## config.mk

```make
export PLATFORM = sky130hd
export DESIGN_NAME = instruction_encoder
export DESIGN_NICKNAME = d
export VERILOG_FILES = /design/src/rtl/instruction_encoder.sv
export SDC_FILE = /design/constraint.sdc
export NUM_CORES = 1
export LEC_CHECK = 0
export CORE_AREA = 5 5 98 100
export DETAILED_ROUTE_END_ITERATION = 8
export DIE_AREA = 0 0 103 105
export PLACE_DENSITY = 0.76
export RECOVER_POWER = 100
export SYNTH_ARGS = -nofsm -noshare
export SYNTH_HDL_FRONTEND = slang
export SYNTH_SLANG_ARGS = --single-unit
```

## constraint.sdc

```tcl
create_clock -name clk_i -period 4.71 [get_ports clk_i]
set_input_delay 0.471 -clock clk_i [delete_from_list [all_inputs] [get_ports clk_i]]
set_output_delay 0.471 -clock clk_i [all_outputs]
set_load 0.05 [all_outputs]
```

## src/rtl/instruction_encoder.sv

```systemverilog
// Encodes a decoded RV64 instruction (branch/JAL/CSR/ECALL/EBREAK subset) into a 32-bit code word.
// Latency: 1 cycle from accept to code_o when the output FIFO is empty; entries stay in order.
// Backpressure: FIFO_DEPTH-entry output buffer; cmd_ready_o drops only when the buffer is full.
//
// Ports:
//   clk_i, rst_ni                  clock, synchronous active-low reset
//   cmd_i / cmd_valid_i / cmd_ready_o      decoded instruction in (valid/ready)
//   code_o / illegal_o / code_valid_o / code_ready_i   encoded word out (FIFO head, valid/ready)

package rv64g_pkg;
    typedef enum logic [4:0] {
        INVALID = 5'd0,
        BEQ, BNE, BLT, BGE, BLTU, BGEU,
        JAL,
        CSRRW, CSRRS, CSRRC, CSRRWI, CSRRSI, CSRRCI,
        ECALL, EBREAK
    } funct_e;

    typedef struct packed {
        funct_e      funct;
        logic [4:0]  rd;
        logic [4:0]  rs1;
        logic [4:0]  rs2;
        logic [63:0] imm;
        logic [11:0] csr;
        logic [4:0]  uimm;
    } decoded_instr_t;
endpackage

module instruction_encoder
    import rv64g_pkg::*;
#(
    parameter int FIFO_DEPTH = 2
) (
    input  logic           clk_i,
    input  logic           rst_ni,
    input  decoded_instr_t cmd_i,
    input  logic           cmd_valid_i,
    output logic           cmd_ready_o,
    output logic [31:0]    code_o,
    output logic           illegal_o,
    output logic           code_valid_o,
    input  logic           code_ready_i
);
    // Pointer width is forced to at least one bit so a depth-1 buffer still elaborates.
    localparam int PW = (FIFO_DEPTH > 1) ? $clog2(FIFO_DEPTH) : 1;
    localparam int CW = $clog2(FIFO_DEPTH) + 1;

    logic [31:0]   r_mem_code [FIFO_DEPTH];
    logic          r_mem_ill  [FIFO_DEPTH];
    logic [PW-1:0] r_wptr;
    logic [PW-1:0] r_rptr;
    logic [CW-1:0] r_count;

    logic [31:0]   w_code;
    logic          w_ill;
    logic [2:0]    w_f3;
    logic          w_br_imm_ok;
    logic          w_jal_imm_ok;
    logic          w_push;
    logic          w_pop;
    logic [PW-1:0] w_wptr_nxt;
    logic [PW-1:0] w_rptr_nxt;

    // The immediate must fit the instruction's signed field and be halfword aligned.
    assign w_br_imm_ok  = (cmd_i.imm[63:12] == {52{cmd_i.imm[12]}}) && !cmd_i.imm[0];
    assign w_jal_imm_ok = (cmd_i.imm[63:20] == {44{cmd_i.imm[20]}}) && !cmd_i.imm[0];

    always_comb begin
        w_f3   = 3'd0;
        w_code = 32'd0;
        w_ill  = 1'b0;
        case (cmd_i.funct)
            BEQ, BNE, BLT, BGE, BLTU, BGEU: begin
                case (cmd_i.funct)
                    BNE:     w_f3 = 3'd1;
                    BLT:     w_f3 = 3'd4;
                    BGE:     w_f3 = 3'd5;
                    BLTU:    w_f3 = 3'd6;
                    BGEU:    w_f3 = 3'd7;
                    default: w_f3 = 3'd0;
                endcase
                w_ill  = !w_br_imm_ok;
                w_code = {cmd_i.imm[12], cmd_i.imm[10:5], cmd_i.rs2, cmd_i.rs1, w_f3,
                          cmd_i.imm[4:1], cmd_i.imm[11], 7'b1100011};
            end
            JAL: begin
                w_ill  = !w_jal_imm_ok;
                w_code = {cmd_i.imm[20], cmd_i.imm[10:1], cmd_i.imm[11], cmd_i.imm[19:12],
                          cmd_i.rd, 7'b1101111};
            end
            CSRRW, CSRRS, CSRRC, CSRRWI, CSRRSI, CSRRCI: begin
                case (cmd_i.funct)
                    CSRRW:   w_f3 = 3'd1;
                    CSRRS:   w_f3 = 3'd2;
                    CSRRC:   w_f3 = 3'd3;
                    CSRRWI:  w_f3 = 3'd5;
                    CSRRSI:  w_f3 = 3'd6;
                    default: w_f3 = 3'd7;
                endcase
                // funct3[2] selects the immediate form, which carries uimm in the rs1 slot.
                w_code = {cmd_i.csr, (w_f3[2] ? cmd_i.uimm : cmd_i.rs1), w_f3,
                          cmd_i.rd, 7'b1110011};
            end
            ECALL:   w_code = 32'h0000_0073;
            EBREAK:  w_code = 32'h0010_0073;
            default: w_ill  = 1'b1;
        endcase
        // Rejected entries still flow through the buffer, but with a zero code word.
        if (w_ill) begin
            w_code = 32'd0;
        end
    end

    assign cmd_ready_o  = (r_count != CW'(FIFO_DEPTH));
    assign code_valid_o = (r_count != CW'(0));
    assign code_o       = code_valid_o ? r_mem_code[r_rptr] : 32'd0;
    assign illegal_o    = code_valid_o ? r_mem_ill[r_rptr]  : 1'b0;

    assign w_push     = cmd_valid_i & cmd_ready_o;
    assign w_pop      = code_valid_o & code_ready_i;
    assign w_wptr_nxt = (r_wptr == PW'(FIFO_DEPTH - 1)) ? PW'(0) : r_wptr + PW'(1);
    assign w_rptr_nxt = (r_rptr == PW'(FIFO_DEPTH - 1)) ? PW'(0) : r_rptr + PW'(1);

    always_ff @(posedge clk_i) begin
        if (!rst_ni) begin
            r_wptr  <= '0;
            r_rptr  <= '0;
            r_count <= '0;
        end else begin
            if (w_push) begin
                r_wptr <= w_wptr_nxt;
            end
            if (w_pop) begin
                r_rptr <= w_rptr_nxt;
            end
            if (w_push && !w_pop) begin
                r_count <= r_count + CW'(1);
            end else if (w_pop && !w_push) begin
                r_count <= r_count - CW'(1);
            end
        end
    end

    // Storage needs no reset: the pointers and count alone decide what is visible.
    always_ff @(posedge clk_i) begin
        if (w_push) begin
            r_mem_code[r_wptr] <= w_code;
            r_mem_ill[r_wptr]  <= w_ill;
        end
    end

endmodule

```

## Word-level counts from Yosys, hierarchy flattened

Memories as Yosys holds them, arrays and structs flattened. A register that Yosys moved wholly into a read port is not among the register bits.
Index checks and enable logic that the tools add are counted.

| storage, ports and cells | value |
|---|---|
| bits in registers | 4 |
| RAM bits | 66 |
| bits of input ports | 105 |
| output and inout bits | 35 |
| word-level logic and storage cells | 62 |
| memories kept | 2 |

Memories:

| name | depth | width | read ports | clocked after Yosys merged registers in | write ports | line | source |
|---|---|---|---|---|---|---|---|
| r_mem_code | 2 | 32 | 1 | 1 | 1 | 49 | `logic [31:0] r_mem_code [FIFO_DEPTH];` |
| r_mem_ill | 2 | 1 | 1 | 1 | 1 | 50 | `logic r_mem_ill [FIFO_DEPTH];` |

| cells by class | value |
|---|---|
| add/sub/neg operators | 4 |
| equality and inequality tests | 18 |
| mux-type cells | 19 |
| bitwise logic cells | 2 |
| reduce and logical (&&, ||, !) cells | 14 |

Operator list:

| kind | count |
|---|---|
| 32-bit one-hot mux with 5 select lines | 1 |
| 32-bit 2-to-1 mux | 2 |
| 51-bit == test | 1 |
| 43-bit == test | 1 |
| 5-bit by 4-bit == test with 1-bit output (second input constant) | 8 |
| 3-bit one-hot mux with 5 select lines | 2 |
| 5-bit by 3-bit == test with 1-bit output (second input constant) | 4 |
| 6-bit OR reduction | 2 |
| 5-bit by 2-bit == test with 1-bit output (second input constant) | 2 |
| 1-bit 2-to-1 mux | 9 |
| 8-bit OR reduction | 1 |
| 5-bit by 1-bit == test with 1-bit output (second input constant) | 1 |
| 1-bit logical NOT | 5 |
| 5-bit 2-to-1 mux | 1 |
| 1-bit logical AND | 4 |
| 2-bit 2-to-1 mux | 2 |
| 2-bit nonzero test | 2 |
| 3-bit 2-to-1 mux | 1 |
| 1-bit one-hot mux with 3 select lines | 1 |
| 1-bit adder (second input constant) | 2 |
| 2-bit by 1-bit adder with 2-bit output (second input constant) | 1 |
| 1-bit AND | 2 |
| 2-bit inequality test (second input constant) | 1 |
| 2-bit by 1-bit subtractor with 2-bit output (second input constant) | 1 |

## Depth between registers and ports, before layout

| logic depth | value |
|---|---|
| depth in word-level cells | 6 |
| mapped depth | 8 |
| gate-level depth less buffers | 7 |

## Worst setup path before layout

Ideal clock, no wire load.

| path | value |
|---|---|
| path kind | register to register |
| from | register r_count[0] |
| to | memory r_mem_code[0][10] (enable) |
| library setup time | 416 ps |
| arrival | 2280 ps |
| required time | 4294 ps |
| path slack | 2013 ps |
| stages on the path, launching flop included | 4 |
| buffers on the path | 0 |
| period minus slack after synthesis | 2697 ps |
| cells stage by stage | dfxtp_1 nand2b_1 nand2_1 nor2_1 |

| on the way | value |
|---|---|
| longest elaborated chain between the ends | 4 |

Ends and longest elaborated chain:

| what | line | source |
|---|---|---|
| start: declaration | 53 | `logic [CW-1:0] r_count;` |
| start signal: assignment | 138 | `r_count <= r_count + CW'(1);` |
| start signal: assignment | 140 | `r_count <= r_count - CW'(1);` |
| 2-bit inequality test | 115 | `assign cmd_ready_o = (r_count != CW'(FIFO_DEPTH));` |
| via cmd_ready_o | 39 | `output logic cmd_ready_o,` |
| 1-bit AND | 120 | `assign w_push = cmd_valid_i & cmd_ready_o;` |
| 1-bit 2-to-1 mux | 147 | `if (w_push) begin` |
| 1-bit 2-to-1 mux (not written as such) | 148 | `r_mem_code[r_wptr] <= w_code;` |
| end: declaration | 49 |  |

The timed path passes the listed nets, and every way through them passes these cells.

## Worst setup path in the final report

| path | value |
|---|---|
| from | input cmd_i[97] (netlist name) |
| to | memory r_mem_code[1][12], data pin |

| on the way | value |
|---|---|
| longest elaborated chain between the ends | 5 |
| elaborated cells on any way between the ends | 24 |
| classes of those cells | eq/ne (15); mux (6); reduce/logical (3) |

Ends and longest elaborated chain:

| what | line | source |
|---|---|---|
| start: declaration | 37 | `input decoded_instr_t cmd_i,` |
| 5-bit by 4-bit == test with 1-bit output | 73, 93 |  |
| 3-bit one-hot mux with 5 select lines | 93 | `case (cmd_i.funct)` |
| 3-bit 2-to-1 mux | 73 | `case (cmd_i.funct)` |
| 32-bit one-hot mux with 5 select lines | 73 |  |
| 32-bit 2-to-1 mux (*) | 110 | `if (w_ill) begin` |
| via w_code[12] | 55 | `logic [31:0] w_code;` |

The timed path passes the listed nets; every way through them passes the cells marked *. The select of a mux whose other input is x is not followed.

==> PnR_summary.wiki <==
{| class="wikitable"
! Metric !! Value
|-
| Outcome || finished, violations left
|-
| Violated checks || capacitance limit, slew limit
|-
| Met1 wire length || 3688 um
|-
| Mux contribution to synthesized area || 0.09178
|-
| Post-Syn Area per Cell || approximately 11 sq um
|-
| Final ANT Viol Nets || 0
|-
| Post-route cell area || between 4000 and 5000 sq um
|-
| Cells taking the most area after synthesis || sky130_fd_sc_hd__edfxtp_1 52%, sky130_fd_sc_hd__mux2i_1 9.2%, sky130_fd_sc_hd__nor2_1 6.2%
|-
| PwrDens || 464.8 nW/um^2
|-
| Part of the total power dissipated in combinational logic || 0.474
|-
| Cells on Worst Hold Path || 2
|-
| Post-synthesis to final-layout area growth || 46.97%
|-
| Clock Pin Slew Worst Setup and Hold Paths || approximately 0.06 ns
|-
| Initial standard-cell utilization of the core || 0.3934
|-
| Library cell used as clock root buffer || sky130_fd_sc_hd__clkbuf_8
|-
| # Post-CTS Setup Buffers || 0
|-
| Clock Skews || between 0.002 and 0.003 ns
|-
| H-tree level count || 3
|-
| Crit path capture type || flop
|-
| Number of antenna violations at the first check in global routing || 0
|-
| Largest fanout on the critical path || 17
|-
| Row count || 34
|-
| Normalized max-slew margin || -0.1672
|-
| Cell type of the slowest stage on the worst timing path || sky130_fd_sc_hd__dlygate4sd3_1
|-
| Worst slack on hold paths || 0.5281 ns
|-
| Hold Fails Final Rpt || 0
|-
| Cell area after placement || between 4000 and 5000 sq um
|-
| Share of synthesized cell area in and, or, nand and nor gates || 0.1880
|-
| Fillers || 750
|-
| Achievable clock frequency || 301.2 MHz
|-
| Complex-gate fraction of the synthesized area || 0.1218
|-
| Path type of the worst setup path || input pin to flop
|-
| Worst hold path type || flop to flop
|-
| Flip-flop and latch area || between 1500 and 2000 sq um
|-
| Per-cell via count in the routed design || between 5 and 6
|-
| Clk buf depth || 2
|-
| Setup total negative slack || 0 ns
|-
| Dominant combinational cell family by area after synthesis || simple AND/OR/NAND/NOR gates
|-
| Met3 wire len || ~650 um
|-
| DRC violation count after routing || 0
|-
| Die footprint || around 11,000 sq um
|-
| Detailed-routed wire length on met2 || between 4000 and 5000 um
|-
| Required time worst endpoint || approximately 4.7 ns
|-
| Pin count of the biggest net entering global routing || 31
|-
| Footprint of the multi-input gates || between 1000 and 1500 sq um
|-
| Leakage power summed over all cells || ~1.7 nW
|-
| Number of CTS-inserted buffers || 9
|-
| Routed len/inst || ~17 um
|-
| Minimum clock period || 3.320 ns
|-
| TritonCTS clock tree || yes
|-
| CORE AREA || ~8600 sq um
|-
| Depth of the worst register-to-register path || 4
|-
| Number of optimization iterations in the first detailed-route pass || 5
|-
| Share of the synthesized area in the top cell type || 0.5152
|-
| Fraction of power spent switching nets || 0.4249
|-
| Fraction of the yosys area taken by sequential cells || 0.5448
|-
| Pin slew with the least headroom to its limit || between 1.5 and 2 ns
|-
| Share of flip-flops with an asynchronous set or reset after synthesis || 0
|-
| Routability Congestion || roughly 0.85
|-
| Critical R2R Launch || r_count[0]$_SDFFE_PN0P_
|-
| Number of synthesized flops with an enable pin || between 50 and 60
|-
| Uppermost signal routing layer after detailed routing || met4
|-
| Startpoint Class || input pin
|-
| Internal cell power || ~1.3 mW
|-
| Post-Synth Adder-Cell Area || 0.003701
|-
| Worst r2r dst || r_mem_code[0][31]$_DFFE_PP_
|-
| I/O Pins || 140
|-
| Switching power || slightly below 1 mW
|-
| Antenna cell count || 0
|-
| Skew-Pair Late Insertion Delay || 0.32 ns
|-
| Post-Syn Nets || 403
|-
| Synth unique cells || 45
|-
| Final number of max-transition violations || 61
|-
| Hold endpoint || r_count[1]$_SDFFE_PN0P_
|-
| Leading register cell type out of synthesis || sky130_fd_sc_hd__edfxtp_1
|-
| Number of register bits inferred by synthesis || between 60 and 70
|-
| Total detailed-routing wirelength || ~9400 um
|-
| Number of global-route vias before repair || between 3k and 4k
|-
| Global-route wire length before repair || 14,430 um
|-
| Data arrival, critical path || approximately 3.4 ns
|-
| Number of buffers inserted by hold repair at cts || 0
|-
| Biggest cell delay along the critical path || between 0.6 and 0.7 ns
|-
| Xor/xnor share of the synthesized area || 0.01036
|-
| Die outline height || 105 um
|-
| Synth area leader || sky130_fd_sc_hd__edfxtp_1
|-
| Total routing usage reported by global routing || 0.1714
|-
| Sequential fraction of design power || 0.341
|-
| Cell occurring most often along the worst timing path || sky130_fd_sc_hd__a2111oi_0
|-
| Power share of the clock group || 0.185
|-
| Number of gates given a new drive strength after cts || 0
|-
| Part of the cycle the worst path needs || 0.7050
|-
| Reg2Reg Setup Slack || 2.24 ns
|-
| Number of sinks driven by the clock tree || 63
|-
| Unrepaired setup endpoints after global routing || false
|-
| Number of port buffers || 139
|-
| Cell area after technology mapping || between 3000 and 4000 sq um
|-
| Die width || 103 um
|-
| Count of synthesis-stage warnings from yosys || 0
|-
| Overflow left after global routing || 0
|-
| Most frequent cells after synthesis || 58 x sky130_fd_sc_hd__edfxtp_1, 56 x sky130_fd_sc_hd__nor2_1, 31 x sky130_fd_sc_hd__mux2i_1
|-
| Launch instance of the worst min-delay path || r_count[1]$_SDFFE_PN0P_
|-
| Number of violations of the max-capacitance limit || 2
|-
| Number of DRC violations after detailed-routing iteration 0 || ~140
|-
| Largest voltage drop on the vdd net || between 0.00015 and 0.0002 V
|-
| Fraction of layout instances using a drive strength above 1 || 0.05492
|-
| Via total after detailed routing || slightly below 3k
|-
| Most numerous cell in the Yosys netlist || sky130_fd_sc_hd__edfxtp_1
|-
| Post-DP HPWL || between 7000 and 8000 um
|-
| Number of nets in the final layout || between 500 and 600
|-
| Setup-failing EPs final || 0
|-
| Critical Path, Cell by Cell || dlygate4sd3_1, and2_0, a2111oi_0, clkbuf_1, inv_1, o21ai_4, buf_4, a2111oi_0
|-
| Post-Synthesis Cells || 297
|}
final cells by class:
class / instances / share of cell area
sequential: 63 / 0.3709
inverter: 6 / 0.004533
multi-input combinational: 207 / 0.2750
clock buffer: 11 / 0.02644
clock inverter: 5 / 0.009821
timing repair buffer: 145 / 0.2861
tap: 108 / 0.02720
worst max path at each step:
stage | startpoint | to | slack [ns] | cells past startpoint
after floorplan | r_count[0]$_SDFFE_PN0P_ | r_mem_code[0][10]$_DFFE_PP_ | 2.01 | 3
after global placement | cmd_i[51] | r_mem_code[0][12]$_DFFE_PP_ | 1.47 | 8
after detailed placement | cmd_i[54] | r_mem_code[0][13]$_DFFE_PP_ | 1.42 | 8
after CTS | r_count[0]$_SDFFE_PN0P_ | code_o[0] | 1.54 | 3
after global routing | cmd_i[97] | r_mem_code[1][12]$_DFFE_PP_ | 1.09 | 8
final | cmd_i[97] | r_mem_code[1][12]$_DFFE_PP_ | 1.39 | 8
cells in the final DEF, fill, tap and decap left out, types with 9 or more instances in the layout:
cell / n
sky130_fd_sc_hd__a222oi_1: 10
sky130_fd_sc_hd__a22oi_1: 11
sky130_fd_sc_hd__clkbuf_8: 9
sky130_fd_sc_hd__clkdlybuf4s50_1: 101
sky130_fd_sc_hd__dlygate4sd3_1: 38
sky130_fd_sc_hd__edfxtp_1: 58
sky130_fd_sc_hd__mux2i_1: 31
sky130_fd_sc_hd__nand2_1: 11
sky130_fd_sc_hd__nand4_1: 14
sky130_fd_sc_hd__nor2_1: 54
sky130_fd_sc_hd__nor4_1: 14
logic make-up after synthesis:
logic type | count (synthesis)
compound gates | 43
xor+xnor | 4
fa+ha+maj | 1
buf+inv | 27
flops | 63
mux | 31
simple gates | 128
stage by stage:
| step | power [mW] | setup slack, ns | util | instances |
|---|---|---|---|---|
| after floorplan | 1.548 | 2.013 | - | 297 |
| after global placement | 1.941 | 1.465 | 0.5648 | 529 |
| after detailed placement | 1.961 | 1.418 | 0.5648 | 529 |
| after CTS | 2.391 | 1.544 | 0.5858 | 545 |
| after global routing | 2.410 | 1.088 | 0.5782 | 545 |
| final | 2.309 | 1.390 | 0.5782 | 545 |
critical path: cells and delay by family:
family	cells	cell delay (ns)
compound gates	3	1.01
buf+inv	4	1.61
simple gates	1	0.25
registers in the layout (all words and copies together) (netlist names), named ones only:
| name | cells |
|---|---|
| r_count | 2 |
| r_rptr | 1 |
| r_mem_code | 56 |
| r_mem_ill | 2 |
| r_wptr | 1 |
routing by layer:
metal | up-vias | track usage
met3 | 14 | 0.03664
met2 | 122 | 0.2993
met1 | 1385 | 0.1952
li1 | 1413 | -
met4 | 0 | 0.08141
met5 | - | 0
power groups by stage:
| stage | logic [mW] | registers [mW] | clock network [mW] |
|---|---|---|---|
| floorplan | 0.803 | 0.745 | 0 |
| global placement | 1.15 | 0.791 | 0 |
| detailed placement | 1.16 | 0.796 | 0 |
| CTS | 1.17 | 0.784 | 0.439 |
| global route | 1.16 | 0.796 | 0.458 |
| finish | 1.10 | 0.787 | 0.427 |
(Power assumes the default switching activity.)
